===== src/rtl/sfx_pkg.sv =====
// rtl/sfx_pkg.sv - shared state type, default sizes and effect indices for sfx playback
package sfx_pkg;

   typedef enum logic [1:0] {
      IDLE,
      FETCH,
      LATCH,
      WAIT_SLOT
   } sfx_state_t;

   localparam int SFX_NUM_SFX  = 4;
   localparam int SFX_ADDR_W   = 14;
   localparam int SFX_SAMPLE_W = 6;
   localparam int SFX_RATE_DIV = 6;

   localparam int SFX_HIT      = 0;
   localparam int SFX_GAMEOVER = 1;
   localparam int SFX_LEVELUP  = 2;
   localparam int SFX_MISS     = 3;

endpackage


===== src/rtl/sfx_priority_encoder.sv =====
// rtl/sfx_priority_encoder.sv - lowest-set-index finder over a request vector
module sfx_priority_encoder
   import sfx_pkg::*;
#(
   parameter int N = SFX_NUM_SFX
) (
   input  logic [N-1:0]         req,
   output logic                 valid,
   output logic [$clog2(N)-1:0] idx
);

   localparam int IW = $clog2(N);

   always_comb begin
      valid = 1'b0;
      idx   = '0;
      for (int i = N - 1; i >= 0; i--) begin
         if (req[i]) begin
            valid = 1'b1;
            idx   = IW'(i);
         end
      end
   end

endmodule


===== src/rtl/sfx_playback_arbiter.sv =====
// rtl/sfx_playback_arbiter.sv - priority/preempting sfx arbiter feeding Audio_Controller
// Optional SFX_VOLUME_EN adds a 2-bit volume input applied as an arithmetic shift at LATCH.
module sfx_playback_arbiter
   import sfx_pkg::*;
#(
   parameter int NUM_SFX  = SFX_NUM_SFX,
   parameter int ADDR_W   = SFX_ADDR_W,
   parameter int SAMPLE_W = SFX_SAMPLE_W,
   parameter int RATE_DIV = SFX_RATE_DIV
) (
   input  logic                        CLOCK_50,
   input  logic                        resetn,
   input  logic [NUM_SFX-1:0]          sfx_req,
   input  logic [NUM_SFX*ADDR_W-1:0]   clip_base,
   input  logic [NUM_SFX*ADDR_W-1:0]   clip_len,
   output logic [ADDR_W-1:0]           rom_addr,
   input  logic [SAMPLE_W-1:0]         rom_q,
   input  logic                        audio_out_allowed,
`ifdef SFX_VOLUME_EN
   input  logic [1:0]                  volume,
`endif
   output logic                        write_audio_out,
   output logic [31:0]                 left_channel_audio_out,
   output logic [31:0]                 right_channel_audio_out,
   output logic                        busy,
   output logic [$clog2(NUM_SFX)-1:0]  active_id,
   output logic [NUM_SFX-1:0]          sfx_done
);

   localparam int RC_W = (RATE_DIV > 1) ? $clog2(RATE_DIV) : 1;

   sfx_state_t          state, state_n;
   logic [NUM_SFX-1:0]  pend, pend_all, clr_mask;
   logic                grant_valid;
   logic [$clog2(NUM_SFX)-1:0] grant_idx;
   logic [ADDR_W-1:0]   g_base, g_len, cnt, len_r;
   logic [RC_W-1:0]     rate_cnt;
   logic [31:0]         sample, fmt_out;
   logic signed [31:0]  fmt;
   logic                rate_wrap, last, free, preempt_ok, start, drop;

   // Same-cycle requests take part in this cycle's grant.
   assign pend_all = pend | sfx_req;

   sfx_priority_encoder #(.N(NUM_SFX)) u_prio (
      .req   (pend_all),
      .valid (grant_valid),
      .idx   (grant_idx)
   );

   assign g_base = clip_base[grant_idx*ADDR_W +: ADDR_W];
   assign g_len  = clip_len[grant_idx*ADDR_W +: ADDR_W];

   assign fmt = {rom_q, {(32-SAMPLE_W){1'b0}}};
`ifdef SFX_VOLUME_EN
   assign fmt_out = fmt >>> volume;
`else
   assign fmt_out = fmt;
`endif

   always_comb begin
      state_n         = state;
      write_audio_out = resetn && audio_out_allowed && (state == IDLE || state == WAIT_SLOT);
      rate_wrap       = (rate_cnt == RC_W'(RATE_DIV - 1));
      last            = (state == WAIT_SLOT) && write_audio_out && rate_wrap
                        && ((cnt + ADDR_W'(1)) == len_r);
      free            = (state == IDLE) || last;
      // Equal index is a retrigger; a lower index preempts.
      preempt_ok      = (state == WAIT_SLOT) && write_audio_out && (grant_idx <= active_id);
      start           = grant_valid && (g_len != '0) && (free || preempt_ok);
      drop            = grant_valid && (g_len == '0) && (free || preempt_ok);
      clr_mask        = (start || drop) ? (NUM_SFX'(1) << grant_idx) : '0;
      case (state)
         FETCH:     state_n = LATCH;
         LATCH:     state_n = WAIT_SLOT;
         WAIT_SLOT: if (write_audio_out && rate_wrap) state_n = last ? IDLE : FETCH;
         default:   state_n = IDLE;
      endcase
      if (start) state_n = FETCH;
   end

   always_ff @(posedge CLOCK_50) begin
      if (!resetn) begin
         state     <= IDLE;
         pend      <= '0;
         rom_addr  <= '0;
         cnt       <= '0;
         len_r     <= '0;
         rate_cnt  <= '0;
         active_id <= '0;
         sample    <= '0;
         sfx_done  <= '0;
      end else begin
         state    <= state_n;
         pend     <= pend_all & ~clr_mask;
         sfx_done <= last ? (NUM_SFX'(1) << active_id) : '0;
         if (start) begin
            rom_addr  <= g_base;
            cnt       <= '0;
            len_r     <= g_len;
            rate_cnt  <= '0;
            active_id <= grant_idx;
         end else if (state == WAIT_SLOT && write_audio_out) begin
            if (rate_wrap) begin
               rate_cnt <= '0;
               cnt      <= cnt + ADDR_W'(1);
               rom_addr <= rom_addr + ADDR_W'(1);
            end else begin
               rate_cnt <= rate_cnt + RC_W'(1);
            end
         end
         if (state == LATCH) sample <= fmt_out;
      end
   end

   assign left_channel_audio_out  = (state == WAIT_SLOT) ? sample : '0;
   assign right_channel_audio_out = left_channel_audio_out;
   assign busy                    = (state != IDLE);

endmodule


===== config.mk =====
export PLATFORM = sky130hd
export DESIGN_NAME = sfx_playback_arbiter
export DESIGN_NICKNAME = d
export VERILOG_FILES = /design/src/rtl/sfx_pkg.sv /design/src/rtl/sfx_priority_encoder.sv /design/src/rtl/sfx_playback_arbiter.sv
export SDC_FILE = /design/constraint.sdc
export NUM_CORES = 1
export LEC_CHECK = 0
export ABC_AREA = 1
export CAP_MARGIN = 20
export CORE_UTILIZATION = 44
export DETAILED_ROUTE_END_ITERATION = 7
export GPL_TIMING_DRIVEN = 0
export PLACE_DENSITY_LB_ADDON = 0.08
export SLEW_MARGIN = 30
export SYNTH_ARGS = -nofsm -noshare
export SYNTH_HDL_FRONTEND = slang
export SYNTH_SLANG_ARGS = --single-unit

===== constraint.sdc =====
create_clock -name CLOCK_50 -period 4.2 [get_ports CLOCK_50]
set_input_delay 0.42 -clock CLOCK_50 [delete_from_list [all_inputs] [get_ports CLOCK_50]]
set_output_delay 0.42 -clock CLOCK_50 [all_outputs]
set_load 0.02 [all_outputs]

Word-level counts from Yosys, hierarchy flattened
Index checks and enable logic that the tools add are counted.

storage, ports and cells
  register bits after elaboration = 63
  bits of input ports = 125
  output and inout port bits = 86
  word-level logic and storage cells = 73

cells by class
  add/subtract/negate cells = 3
  multiply operators = 1
  $lt $le $gt $ge = 1
  eq/ne operators = 7
  shifts and indexed selects = 4
  muxes and demuxes = 18
  bitwise logic cells = 4
  reductions and logical operators = 25

operator list
  operator                                                            number
  56-bit by 7-bit variable part select with 14-bit output             2
  14-bit two-way mux                                                  3
  32-bit two-way mux                                                  1
  14-bit by 1-bit adder with 14-bit output, second input constant     2
  14-bit == test                                                      1
  14-bit zero test                                                    1
  14-bit nonzero test                                                 1
  1-bit logical AND                                                   11
  2-bit two-way mux                                                   5
  1-bit by 2-bit << shifter with 4-bit output, first input constant   2
  1-bit two-way mux                                                   6
  2-bit case mux with 3 select lines                                  1
  2-bit AND reduction                                                 3
  2-bit nonzero test                                                  3
  2-bit by 3-bit multiplier with 5-bit output, second input constant  1
  4-bit bitwise AND                                                   1
  2-bit == test, second input constant                                2
  1-bit logical OR                                                    4
  4-bit two-way mux                                                   1
  4-bit NOT                                                           1
  4-bit OR                                                            1
  3-bit by 1-bit adder with 3-bit output, second input constant       1
  3-bit == test, second input constant                                1
  3-bit two-way mux                                                   1
  other kinds (7)                                                     7

Depth between registers and ports, before layout
  word-level depth = 14
  mapped depth = 19
  mapped depth without buffers = 19

Cells and area by module
Synthesis repeated with hierarchy kept, for this count alone.

second synthesis, totals
  cell total of the unflattened synthesis = 744
  area, all modules = 4,784.6 µm²

by module, submodules not included
  module                times used  cells each  area an instance (µm²)  seq. area each (µm²)
  sfx_playback_arbiter  1           736         4,748.3                 1,261.2
  sfx_priority_encoder  1           8           36.3                    0.0

Worst setup path after synthesis
Ideal clock, no wire load.

  path type = input-to-reg
  from = input sfx_req[3]
  to = register state[0]
  setup time = 0.128 ns
  arrival = 2.351 ns
  required time = 4.072 ns
  setup slack = 1.721 ns
  stages on the path = 17
  path buffers = 3
  cell sequence = nor2_2 > nand2_1 > nand2_4 > buf_2 > inv_1 > ha_1 > inv_1 > nor2_1 > o21ai_0 > a21oi_1 > nand2_2 > nand3_4 > buf_6 > buf_6 > nand2_1 > nor2_1 > nor2_1

between the ends
  longest elaborated chain between the ends = 11
  elaborated cells between the ends (all ways) = 19
  those cells by class = mul (1); order compare (1); eq/ne (1); shift (1); mux (9); bitwise (1); reduce/logical (5)

ends and longest elaborated chain
  item                                                                                                   RTL line                    RTL
  start: declaration                                                                                     sfx_playback_arbiter.sv:13  input logic [NUM_SFX-1:0] sfx_req,
  4-bit OR (*)                                                                                           sfx_playback_arbiter.sv:43  assign pend_all = pend | sfx_req;
  2-bit two-way mux (*) (4 in a row)                                                                     sfx_priority_encoder.sv:18  if (req[i]) begin
  net grant_idx[1]                                                                                       sfx_playback_arbiter.sv:35  logic [$clog2(NUM_SFX)-1:0] grant_idx;
  2-bit by 3-bit multiplier with 5-bit output                                                            sfx_playback_arbiter.sv:52  assign g_len = clip_len[grant_idx*ADDR_W +: ADDR_W];
  56-bit by 7-bit variable part select with 14-bit output                                                sfx_playback_arbiter.sv:52
  14-bit nonzero test                                                                                    sfx_playback_arbiter.sv:70  start = grant_valid && (g_len != '0) && (free || preempt_ok);
  1-bit logical AND                                                                                      sfx_playback_arbiter.sv:70
  1-bit logical AND (*)                                                                                  sfx_playback_arbiter.sv:70
  3-bit by 2-bit != test with 1-bit output (no source line) / 1-bit two-way mux (equally long branches)  --
  end signal: assignment                                                                                 sfx_playback_arbiter.sv:94  state <= state_n;
  end: declaration                                                                                       sfx_playback_arbiter.sv:32  sfx_state_t state, state_n;

Mark *: on every way through the listed nets, which the timed path passes. The rest lies on a longest branch.
A chain may end at the register's enable or synchronous reset.

Worst setup path in the final report
  from = input sfx_req[3]
  to = register rom_addr[3]

between the ends
  longest elaborated chain between the ends = 12
  elaborated cells between the ends (all ways) = 22
  those cells by class = mul (1); order compare (1); shift (2); mux (9); bitwise (1); reduce/logical (8)

ends and longest elaborated chain
  item                                                     RTL line                                                RTL
  4-bit OR (*)                                             sfx_playback_arbiter.sv:43
  2-bit two-way mux (*) (4 in a row)                       sfx_priority_encoder.sv:18
  net grant_idx[1]                                         sfx_playback_arbiter.sv:35
  2-bit by 3-bit multiplier with 5-bit output              sfx_playback_arbiter.sv:51, sfx_playback_arbiter.sv:52
  56-bit by 7-bit variable part select with 14-bit output  sfx_playback_arbiter.sv:52
  14-bit nonzero test                                      sfx_playback_arbiter.sv:70
  1-bit logical AND (2 in a row)                           sfx_playback_arbiter.sv:70
  2-bit nonzero test (no source line)                      --
  2-bit AND reduction (no source line)                     --
  end signal: assignment                                   sfx_playback_arbiter.sv:98                              rom_addr <= g_base;
  end signal: assignment                                   sfx_playback_arbiter.sv:107                             rom_addr <= rom_addr + ADDR_W'(1);
  end: declaration                                         sfx_playback_arbiter.sv:16                              output logic [ADDR_W-1:0] rom_addr,

Marks and branches as above.

==> qor.yml <==
status: "completed"
grtUsageTotal_pct: 26.61
synth_top_cells_by_count: "186 x nand2_1, 92 x nand3_1, 86 x inv_1, 84 x nor2_1, 63 x dfxtp_1"
cts-root-buf: "clkbuf_16"
start_kind: "input port"
fillerInstances: 1064
drive_above_1_share_pct: 11.66
synth_cell_types: 40
hold_start: "len_r[10]"
grt_first_pass_wirelength_um: 24380
postSynthAreaPerCell_um2: 6.310
critPathTopFamily: "buffers and inverters"
r2r_start: "pend[3]"
crit_path_end_kind: "register"
syn_area_um2: 4966
fp.coreArea_um2: 10940
post_cts_buffers: 0
async_flop_share_pct: 0
placed_cell_area_um2: 6914
finalCritPeriodShare_pct: 81.54
cts.sinks: 63
reg2reg_slack_ns: 1.03
min_to: "len_r[10]"
htree_levels: 3
fin_nets: 1139
wl_per_cell_um: 13.04
synth_edf_count: 0
synth_seq_cells: 63
tightest_slew_ns: 0.5706
rows: 38
yosys_most_used_dff: "dfxtp_1"
dieWidth_um: 108.2
drt-total-wl_um: 15020
fin_cells: 1152
setup_tns_ns: 0
ys_seq_area_share_pct: 25.40
grt_max_degree: 12
dr.first_iter.drc_count: 250
peakVddDrop_mv: 0.2090
clockBufferDepth: 2
reg2reg_depth: 15
ys_top_cells_by_area: "dfxtp_1 25%, nand2_1 14%, buf_4 9.4%"
required_ns: 4.40
vias: 5535
powerDensity_nw_per_um2: 304.3
slew_viol_final: 0
p_leak_nw: 3.315
io_pins: 211
clk_pin_slew_worst_paths_ns: 0.06
area_growth_pct: 45.07
io_buffers: 158
viasPerCell: 4.805
postSynthCellCount: 787
ant_nets: 0
synth_top_area_cell: "dfxtp_1"
finalWorstSetupSlack_ns: 0.7752
cp_slowest_cell: "clkdlybuf4s50_1"
crit_chain: "clkdlybuf4s50_1, nor2_2, nand2_1, nand2_4, buf_2, inv_1, ha_1, inv_1, nor2_1, o21ai_0, a21oi_1, nand2_2, clkbuf_1, nand4_1, nand2_1, a21oi_1"
yosysTopAreaCellShare_pct: 25.40
regArea_um2: 1261
cts_resized: 0
routabilityCongestion: 0.8479
holdPathStages: 2
rsz0062_at_grt: "no"
whs_ns: 0.4764
hold_buffers: 0
path_class: "input port to register"
grt_pass1_vias: 5212
worstReg2RegEnd: "rom_addr[3]"
clk_latency_ns: 0.33
dp_hpwl_um: 12490
yosys_warnings: 0
power.total_mw: 2.192
path_buf_inv: 5
insertedDiodeCount: 0
dr.pass1.iters: 5
dieHeight_um: 108.2
setup-violations-final: 0
final_util_pct: 65.88
cts_buffers: 9
yosysMostFrequentCell: "nand2_1"
cp.arrival_ns: 3.62
worst-path-max-fanout: 10
finalCriticalPeriod_ns: 3.425
dp_cells: 1136
maxCapViolations: 0
overflow: 0
finish.instance_area_um2: 7204
clock_skew_ns: 0.005582
hold_path_class: "register to register"
multi_input_area_um2: 2959
crit_path_max_incr_delay_ns: 0.44
start_util_pct: 45.41
drc: 0
antenna_found_initial: 0
finalHoldViolCount: 0
relSlewSlack_pct: 61.96
tritoncts: "built"
die_area_um2: 11710
pre_cts_ws_ns: 0.4142
clock.fmax_mhz: 292.0
[power by group]
part	total, mW	switching [mW]	internal (mW)
logic	0.744	0.401	0.342
registers	0.717	0.0588	0.659
clock network	0.731	0.274	0.457
[worst register-to-register path, stage by stage (launching register included)]
cell and delay (ns):
dfxtp_1 0.31, nor2_2 0.20, nand2_1 0.16, nand2_4 0.15, buf_2 0.23, inv_1 0.17, ha_1 0.32, inv_1 0.05
nor2_1 0.03, o21ai_0 0.37, a21oi_1 0.15, nand2_2 0.17, clkbuf_1 0.37, nand4_1 0.20, nand2_1 0.11, a21oi_1 0.06
[cell usage in the layout, fill, tap and decap left out, drive strengths merged, types with 21 or more instances in the layout]
master / n
conb: 52
nor2: 94
nand4: 21
nand3: 94
nand2: 197
dfxtp: 63
clkdlybuf4s50: 158
buf: 77
o21ai: 37
a21oi: 33
inv: 88
[worst max-delay path by stage]
stage	startpoint	to	slack (ns)	cells after the start
floorplan	sfx_req[3]	state[0]	1.72	17
global placement	sfx_req[3]	rom_addr[3]	0.44	16
detailed placement	sfx_req[3]	rom_addr[3]	0.41	16
CTS	sfx_req[3]	rom_addr[3]	0.76	16
global route	sfx_req[3]	rom_addr[2]	0.52	16
finish	sfx_req[3]	rom_addr[3]	0.78	16
[per-layer routing]
layer	part of all wire (%)	global-route usage [%]
met5	0	0
met4	1.0	5.675
met3	7.4	7.113
met2	47	45.54
met1	44	33.28
[flip-flops by register name, summed over array words and instances (netlist names)]
| signal | count |
|---|---|
| sample | 6 |
| len_r | 14 |
| rate_cnt | 3 |
| rom_addr | 14 |
| state | 2 |
| cnt | 14 |
| active_id | 2 |
| sfx_done | 4 |
| pend | 4 |
[cell type report]
class / count / area share [%]
inverters: 88 / 4.585
multi-input cells: 600 / 41.07
clock buffers: 10 / 3.178
clock inverters: 6 / 0.8510
plain buffers: 87 / 8.423
repair buffers: 158 / 21.95
flip-flops and latches: 63 / 17.51
well taps: 140 / 2.431
[cell families after synthesis]
family | count (synthesis) | synth area share, %
adders and majority gates | 7 | 1.764
AOI/OAI and AO/OA | 106 | 13.08
buffers and inverters | 175 | 18.87
and+or+nand+nor | 431 | 40.11
xor gates and xnor gates | 4 | 0.7054
DFF | 63 | 25.40
other | 1 | 0.07551
No activity file was read; power rests on OpenSTA's default activity.
